**config.mk**
```make
export PLATFORM = sky130hd
export DESIGN_NAME = i2s_tx_arbiter
export DESIGN_NICKNAME = d
export VERILOG_FILES = /design/src/rtl/i2s_pkg.sv /design/src/rtl/i2s_src_arbiter.sv /design/src/rtl/i2s_tx_arbiter.sv
export SDC_FILE = /design/constraint.sdc
export NUM_CORES = 1
export LEC_CHECK = 0
export CORE_MARGIN = 3
export CORE_UTILIZATION = 45
export DETAILED_ROUTE_END_ITERATION = 7
export PLACE_DENSITY = 0.78
export SLEW_MARGIN = 20
export SYNTH_ARGS = -nofsm -noshare
export SYNTH_HDL_FRONTEND = slang
export SYNTH_HIERARCHICAL = 1
export SYNTH_SLANG_ARGS = --single-unit
```
**constraint.sdc**
```tcl
create_clock -name serial_clk -period 2.8 [get_ports serial_clk]
set_clock_uncertainty 0.1 [all_clocks]
set_input_delay 0.28 -clock serial_clk [delete_from_list [all_inputs] [get_ports serial_clk]]
set_output_delay 0.28 -clock serial_clk [all_outputs]
set_load 0.03 [all_outputs]
```
**src/rtl/i2s_pkg.sv**
```systemverilog
// Shared types and default geometry for the I2S transmit path.
package i2s_pkg;
  localparam int SAMPLE_W   = 16;
  localparam int HALF_BITS  = 17;
  localparam int FRAME_BITS = 2 * HALF_BITS;

  typedef enum logic [1:0] {
    SRC0_ONLY   = 2'd0,
    SRC1_ONLY   = 2'd1,
    PRIO0       = 2'd2,
    ROUND_ROBIN = 2'd3
  } src_mode_t;

  typedef struct packed {
    logic [SAMPLE_W-1:0] left;
    logic [SAMPLE_W-1:0] right;
  } stereo_sample_t;
endpackage

```
**src/rtl/i2s_src_arbiter.sv**
```systemverilog
// Combinational choice of which stereo source is offered the next frame.
module i2s_src_arbiter
  import i2s_pkg::*;
(
  input  logic [1:0] mode_i,
  input  logic       valid0_i,
  input  logic       valid1_i,
  input  logic       last_grant_i,
  output logic       grant_valid_o,
  output logic       grant_idx_o
);
  src_mode_t mode;
  assign mode = src_mode_t'(mode_i);

  always_comb begin
    grant_valid_o = 1'b0;
    grant_idx_o   = 1'b0;
    case (mode)
      SRC0_ONLY: grant_valid_o = valid0_i;
      SRC1_ONLY: begin
        grant_valid_o = valid1_i;
        grant_idx_o   = 1'b1;
      end
      PRIO0: begin
        grant_valid_o = valid0_i | valid1_i;
        grant_idx_o   = ~valid0_i;
      end
      default: begin
        // Both ready: hand the frame to whoever did not get the last one.
        grant_valid_o = valid0_i | valid1_i;
        grant_idx_o   = (valid0_i & valid1_i) ? ~last_grant_i : valid1_i;
      end
    endcase
  end
endmodule

```
**src/rtl/i2s_tx_arbiter.sv**
```systemverilog
// I2S frame timing, per-frame source grant and MSB-first serializer.
module i2s_tx_arbiter
  import i2s_pkg::*;
#(
  parameter int SAMPLE_W  = 16,
  parameter int HALF_BITS = 17,
  parameter int UNDER_W   = 8
) (
  input  logic                serial_clk,
  input  logic                reset,
  input  logic                src0_valid,
  input  logic [SAMPLE_W-1:0] src0_left,
  input  logic [SAMPLE_W-1:0] src0_right,
  output logic                src0_ready,
  input  logic                src1_valid,
  input  logic [SAMPLE_W-1:0] src1_left,
  input  logic [SAMPLE_W-1:0] src1_right,
  output logic                src1_ready,
  input  logic [1:0]          src_mode,
  input  logic                mute,
  output logic                word_select,
  output logic                sound_bit_out,
  output logic [5:0]          bit_counter,
  output logic                active_src,
  output logic [UNDER_W-1:0]  underrun_count,
  output logic                frame_start
);
  localparam int         FRAME_BITS = 2 * HALF_BITS;
  localparam int         IDX_W      = $clog2(SAMPLE_W);
  localparam logic [5:0] LOAD_SLOT  = 6'(FRAME_BITS - 1);
  localparam logic [5:0] WS_SLOT    = 6'(HALF_BITS - 1);
  localparam logic [5:0] L_END      = 6'(SAMPLE_W);
  localparam logic [5:0] R_FIRST    = 6'(HALF_BITS);
  localparam logic [5:0] R_END      = 6'(HALF_BITS + SAMPLE_W);

  logic [5:0]          cnt_q, cnt_d;
  logic                ws_q, sbit_q, sbit_d, act_q, last_q, mute_q, fs_q;
  logic [UNDER_W-1:0]  under_q;
  logic [SAMPLE_W-1:0] left_q, right_q;
  logic [IDX_W-1:0]    bidx;
  logic                load, gnt_vld, gnt_idx, xfer;

  assign load  = (cnt_q == LOAD_SLOT);
  assign cnt_d = load ? 6'd0 : cnt_q + 6'd1;

  i2s_src_arbiter u_arb (
    .mode_i        (src_mode),
    .valid0_i      (src0_valid),
    .valid1_i      (src1_valid),
    .last_grant_i  (last_q),
    .grant_valid_o (gnt_vld),
    .grant_idx_o   (gnt_idx)
  );

  // A grant always targets a valid source, so ready alone marks the transfer.
  assign xfer       = load & gnt_vld;
  assign src0_ready = xfer & ~gnt_idx;
  assign src1_ready = xfer & gnt_idx;

  always_comb begin
    sbit_d = 1'b0;
    bidx   = '0;
    if (cnt_q < L_END) begin
      bidx   = IDX_W'(L_END - 6'd1 - cnt_q);
      sbit_d = left_q[bidx];
    end else if (cnt_q >= R_FIRST && cnt_q < R_END) begin
      bidx   = IDX_W'(R_END - 6'd1 - cnt_q);
      sbit_d = right_q[bidx];
    end
    if (mute_q) sbit_d = 1'b0;
  end

  always_ff @(posedge serial_clk or negedge reset) begin
    if (!reset) begin
      cnt_q   <= '0;
      ws_q    <= 1'b0;
      sbit_q  <= 1'b0;
      act_q   <= 1'b0;
      last_q  <= 1'b1;
      mute_q  <= 1'b0;
      fs_q    <= 1'b0;
      under_q <= '0;
      left_q  <= '0;
      right_q <= '0;
    end else begin
      cnt_q  <= cnt_d;
      sbit_q <= sbit_d;
      fs_q   <= load;
      if (load)                 ws_q <= 1'b0;
      else if (cnt_q == WS_SLOT) ws_q <= 1'b1;
      if (load) begin
        if (xfer) begin
          left_q  <= gnt_idx ? src1_left  : src0_left;
          right_q <= gnt_idx ? src1_right : src0_right;
          act_q   <= gnt_idx;
          last_q  <= gnt_idx;
          mute_q  <= mute;
        end else begin
          left_q  <= '0;
          right_q <= '0;
          mute_q  <= 1'b0;
          if (under_q != '1) under_q <= under_q + UNDER_W'(1);
        end
      end
    end
  end

  assign bit_counter    = cnt_q;
  assign word_select    = ws_q;
  assign sound_bit_out  = sbit_q;
  assign active_src     = act_q;
  assign underrun_count = under_q;
  assign frame_start    = fs_q;
endmodule

```
### Word-level counts from Yosys, hierarchy flattened

Cells that the tools add are included.

* bits in registers: 52
* bits of input ports: 71
* output and inout port bits: 20

* add/subtract/negate cells: 4
* magnitude comparators: 5
* equality and inequality tests: 5
* muxes and demuxes: 18
* bitwise logic cells: 9
* reductions and logical operators: 5

Operators by type and width (count)
* two-way mux 16 bit: 4
* less-than comparator 4 x 5 -> 1 bit, second input constant: 2
* two-way mux 1 bit: 9
* adder 8 x 1 -> 8 bit, second input constant: 1
* binary-select mux 1 bit (select 4 bit): 2
* != test 8 bit, second input constant: 1
* adder 6 x 1 -> 6 bit, second input constant: 1
* equality test 6 x 5 -> 1 bit, second input constant: 1
* equality test 6 bit, second input constant: 1
* >= comparator 6 x 5 -> 1 bit, second input constant: 1
* less-than comparator 6 x 5 -> 1 bit, second input constant: 1
* less-than comparator 6 bit, second input constant: 1
* two-way mux 6 bit: 1
* bitwise AND 1 bit: 4
* inverter 1 bit: 4
* subtractor 1 x 4 -> 4 bit, first input constant: 1
* subtractor 4 bit, first input constant: 1
* one-hot mux 1 bit (3 select lines): 1
* AND reduction 3 bit: 1
* equality test 2 x 1 -> 1 bit, second input constant: 1
* equality test 2 bit, second input constant: 1
* logical NOT 2 bit: 1
* one-hot mux 1 bit (2 select lines): 1
* AND reduction 2 bit: 1
* other kinds (3): 3

### Depth between registers and ports, before layout

* depth after elaboration: 6
* depth in mapped cells: 9
* mapped depth without buffers: 7

### By module

Netlist, hierarchy kept.

By module, submodules not included
* i2s_tx_arbiter: times used 1, cells each 291, area each 2885.3 um^2, seq. area each 1302.5 um^2
* i2s_src_arbiter: times used 1, cells each 10, area each 45.0 um^2, seq. area each 0.0 um^2

### Least setup slack after synthesis

No wires, ideal clock.

* kind: register to register
* start: register cnt_q[0] (netlist: bit_counter[0])
* end: register sbit_q (netlist: sound_bit_out)
* library setup time: 0.118 ns
* arrival time: 2.144 ns
* setup slack: 0.437 ns
* cell stages (with the launch flop): 10
* buffers on the path: 2
* period minus slack after synthesis: 2.363 ns
* cell sequence: dfrtp_1 > buf_4 > buf_6 > inv_1 > ha_1 > mux4_2 > mux2_2 > nand2_1 > o21ai_0 > a21o_1

* longest elaborated chain between the ends: 6

RTL lines
* from (decl): RTL line i2s_tx_arbiter.sv:36 `logic [5:0] cnt_q, cnt_d;`
* from (signal assigned): RTL line i2s_tx_arbiter.sv:86 `cnt_q <= cnt_d;`
* subtractor 1 x 4 -> 4 bit: RTL line i2s_tx_arbiter.sv:67 `bidx = IDX_W'(R_END - 6'd1 - cnt_q);`
* binary-select mux 1 bit (select 4 bit): RTL line i2s_tx_arbiter.sv:68 `sbit_d = right_q[bidx];`
* two-way mux 1 bit (not written as such): RTL line i2s_tx_arbiter.sv:68
* two-way mux 1 bit: RTL line i2s_tx_arbiter.sv:66 `end else if (cnt_q >= R_FIRST && cnt_q < R_END) begin`
* two-way mux 1 bit (*): RTL line i2s_tx_arbiter.sv:63 `if (cnt_q < L_END) begin`
* two-way mux 1 bit (*): RTL line i2s_tx_arbiter.sv:70 `if (mute_q) sbit_d = 1'b0;`
* via sbit_d: RTL line i2s_tx_arbiter.sv:37 `logic ws_q, sbit_q, sbit_d, act_q, last_q, mute_q, fs_q;`
* to (signal assigned): RTL line i2s_tx_arbiter.sv:87 `sbit_q <= sbit_d;`
* to (decl): RTL line i2s_tx_arbiter.sv:37

The timed path passes the listed nets; every way through them passes the cells marked *. The select of a mux whose other input is x is not followed.
A chain may end at the register's enable or synchronous reset.

### Final worst setup path

* start: register cnt_q[1] (netlist: bit_counter[1])
* end: output port src1_ready

* longest elaborated chain between the ends: 3

RTL lines
* equality test 6 bit: RTL line i2s_tx_arbiter.sv:43 `assign load = (cnt_q == LOAD_SLOT);`
* bitwise AND 1 bit: RTL line i2s_tx_arbiter.sv:56 `assign xfer = load & gnt_vld;`
* bitwise AND 1 bit: RTL line i2s_tx_arbiter.sv:58 `assign src1_ready = xfer & gnt_idx;`
* to (decl): RTL line i2s_tx_arbiter.sv:18 `output logic src1_ready,`

Every way passes these cells.

==> metrics.md <==
| Metric | Value |
|---|---|
| Outcome | finished, final reports clean |
| Drt wl/cell | 14.7 um |
| Fin. Hold Viols | 0 |
| DIE AREA | 0.00752 mm^2 |
| Max-Cap Viols | 0 |
| PD cells | 386 mW/mm^2 |
| TritonCTS buffer count | 5 |
| Clk Latency, worst-skew pair | 0.30 ns |
| WS Path Type | flip-flop to primary output |
| Avg Inst Size Synth | 9.74 um^2 |
| Die Wd | 86.7 um |
| Starting Density | 48.1% |
| Worst Path Arrival | 2.11 ns |
| Global-route wire length before repair | 11.5 mm |
| Gate Count Post-Synth | 301 |
| Most frequent cells in the layout | clkdlybuf4s50_1 (87), nand2_1 (79), dfrtp_1 (51), nand3_1 (40), mux2_2 (34) |
| Setup total negative slack | 0 ns |
| Pwr Total | 1.54 mW |
| Hold path cells | 2 |
| # rows | 28 |
| Slew @ Worst Pin | 0.628 ns |
| Vias per cell | 5.31 |
| CTS H-tree lvls | 2 |
| Antenna Cells | 0 |
| Post-DP Area | 0.00391 mm^2 |
| Most common cell after layout, fill and taps aside | clkdlybuf4s50_1 |
| ANT nets after route | 0 |
| Largest net degree at the start of global routing | 35 |
| Fraction of registers with async set/reset | 100% |
| Post-synth cell types | 37 |
| Routed wire length | 6.82 mm |
| Peak VDD IR | 0.000252 V |
| Chip height | 86.7 um |
| Synth-to-layout area growth | 36.4% |
| Unrepaired setup endpoints after global routing | false |
| Min-delay worst type | flip-flop to flip-flop |
| Period Utilization, post-route | 88.9% |
| Worst setup SP type | flip-flop |
| Post-layout instance area | 0.00400 mm^2 |
| Total grt overflow | 0 |
| Crit path cell chain | inv_1 -> ha_1 -> nand3_4 -> inv_1 -> buf_4 -> nand3_1 -> inv_1 -> buf_4 |
| Final Slew Violations | 0 |
| Reg2Reg Depth | 7 |
| Crit-path max FO | 16 |
| Root buffer cell | clkbuf_8 |
| Clock sinks | 52 |
| Final worst path period need | 2.49 ns |
| CP max stage cell | dfrtp_1 |
| Post-Syn Nets | 377 |
| Post-CTS setup buffers | 0 |
| Final number of setup-violating endpoints | 0 |
| Final Non-Filler Cells | 463 |
| Yosys reg bits | 52 |
| Clk slew on worst S/H paths | 0.09 ns |
| IO Port Bufs | 90 |
| Post-Syn Area | 0.00293 mm^2 |
| Ports | 91 |
| YS warnings | 6 |
| Vias | 2460 |
| Drt drc | 0 |
| WP data required | 2.42 ns |
| CTS Buffer Depth | 2 |
| Initial antenna violation count | 0 |
| Main flop type after synthesis | dfrtp_1 |
| Core outline area | 0.00610 mm^2 |
| Crit end category | primary output |
| DRT Pass-1 Iters | 4 |
| Slew headroom | 58.1% |
| Crit-path max cell delay | 0.51 ns |
| Detailed placement HPWL | 5.06 mm |
| Crit path top cell by count | inv_1 |
| GRT Total Usage | 19.1% |
| Layout cells sized above 1 | 17.0% |
| Number of flops mapped to enable cells by yosys | 0 |
| Sequential area share after synthesis | 44.4% |
| Routability congestion estimate | 0.843 |
| Dpl cells | 455 |
| Vias in the first global route | 2533 |
| Drt initial violations | 110 |
| Nets | 464 |
| Clock tree from TritonCTS | built |
| Fmax | 402 MHz |
| Hold slack | 0.367 ns |
| Leak pwr | 1.87 nW |
final timing paths:
kind                                     start       endpoint  slack, ns
worst max-delay path            bit_counter[1]     src1_ready       0.31
worst min-delay path                    last_q         last_q       0.37
worst max register to register  bit_counter[1]  sound_bit_out       0.48
worst min register to register          last_q         last_q       0.37
max in group asynchronous                reset         last_q       1.38
min in group asynchronous                reset      left_q[6]       0.43
critical path, delay by kind of cell (launching register included):
kind / cells / cell delay (ns)
buffers and inverters: 5 / 0.72
adders and majority gates: 1 / 0.29
and+or+nand+nor: 2 / 0.29
DFF: 1 / 0.51
synthesized netlist by cell type (6+ instances only):
master | n | share of area (%)
inv_1 | 8 | 1.0
clkbuf_1 | 7 | 0.90
nand3_1 | 40 | 6.8
xnor2_1 | 11 | 3.3
a21oi_1 | 6 | 1.0
mux4_2 | 6 | 4.6
dfrtp_1 | 51 | 44
mux2_2 | 34 | 13
nand2_1 | 79 | 10
buf_1 | 6 | 0.77
registers in the layout, summed over array words and instances, names as in the netlist:
| signal | count |
|---|---|
| active_src | 1 |
| last_q | 1 |
| sound_bit_out | 1 |
| word_select | 1 |
| underrun_count | 8 |
| bit_counter | 6 |
| left_q | 16 |
| mute_q | 1 |
| frame_start | 1 |
| right_q | 16 |
through the flow:
step	setup slack [ns]	utilization, %
after floorplan	0.437	-
after global placement	0.554	64.1
after detailed placement	0.508	64.1
after CTS	0.310	65.6
after global routing	0.140	65.6
final	0.311	65.6
routing by layer:
layer  vias to the layer above  wire length (um)  global-route usage [%]
met5                         -                 0                       0
met4                         0                81                    6.23
met3                        10               430                    4.66
met2                        80              3310                    31.3
met1                      1176              3000                    24.8
li1                       1194                 -                       -
final cells by class:
cell class | count | area, um^2
Clock buffer | 6 | 72.6
Clock inverter | 1 | 5.00
Fill cell | 505 | 2100
Inverter | 9 | 33.8
Multi-Input combinational cell | 220 | 1520
Sequential cell | 52 | 1300
Tap cell | 75 | 93.8
Timing Repair Buffer | 100 | 968
where the power goes:
group	total, mW	internal, mW	leakage (nW)	switching (mW)
combinational	0.314	0.189	1.17	0.126
sequential	0.834	0.804	0.656	0.0300
clock	0.396	0.170	0.0410	0.225
total	1.54	1.16	1.87	0.381
logic make-up (layout without fill, tap and decap cells):
family          Yosys count  in the layout  synth area share (%)
compound gates           16             16                  4.01
mux                      45             45                  19.4
fa+ha+maj                 5              5                  2.13
xor+xnor                 13             13                  3.89
flops                    52             52                  44.4
simple gates            141            141                  21.7
buf+inv                  29            116                  4.40
timing repair:
action	in CTS	in global routing
hold buffers	1	0
hold endpoints to repair	28	0
gates resized for setup	0	0
Power figures use the tool's default switching activity.
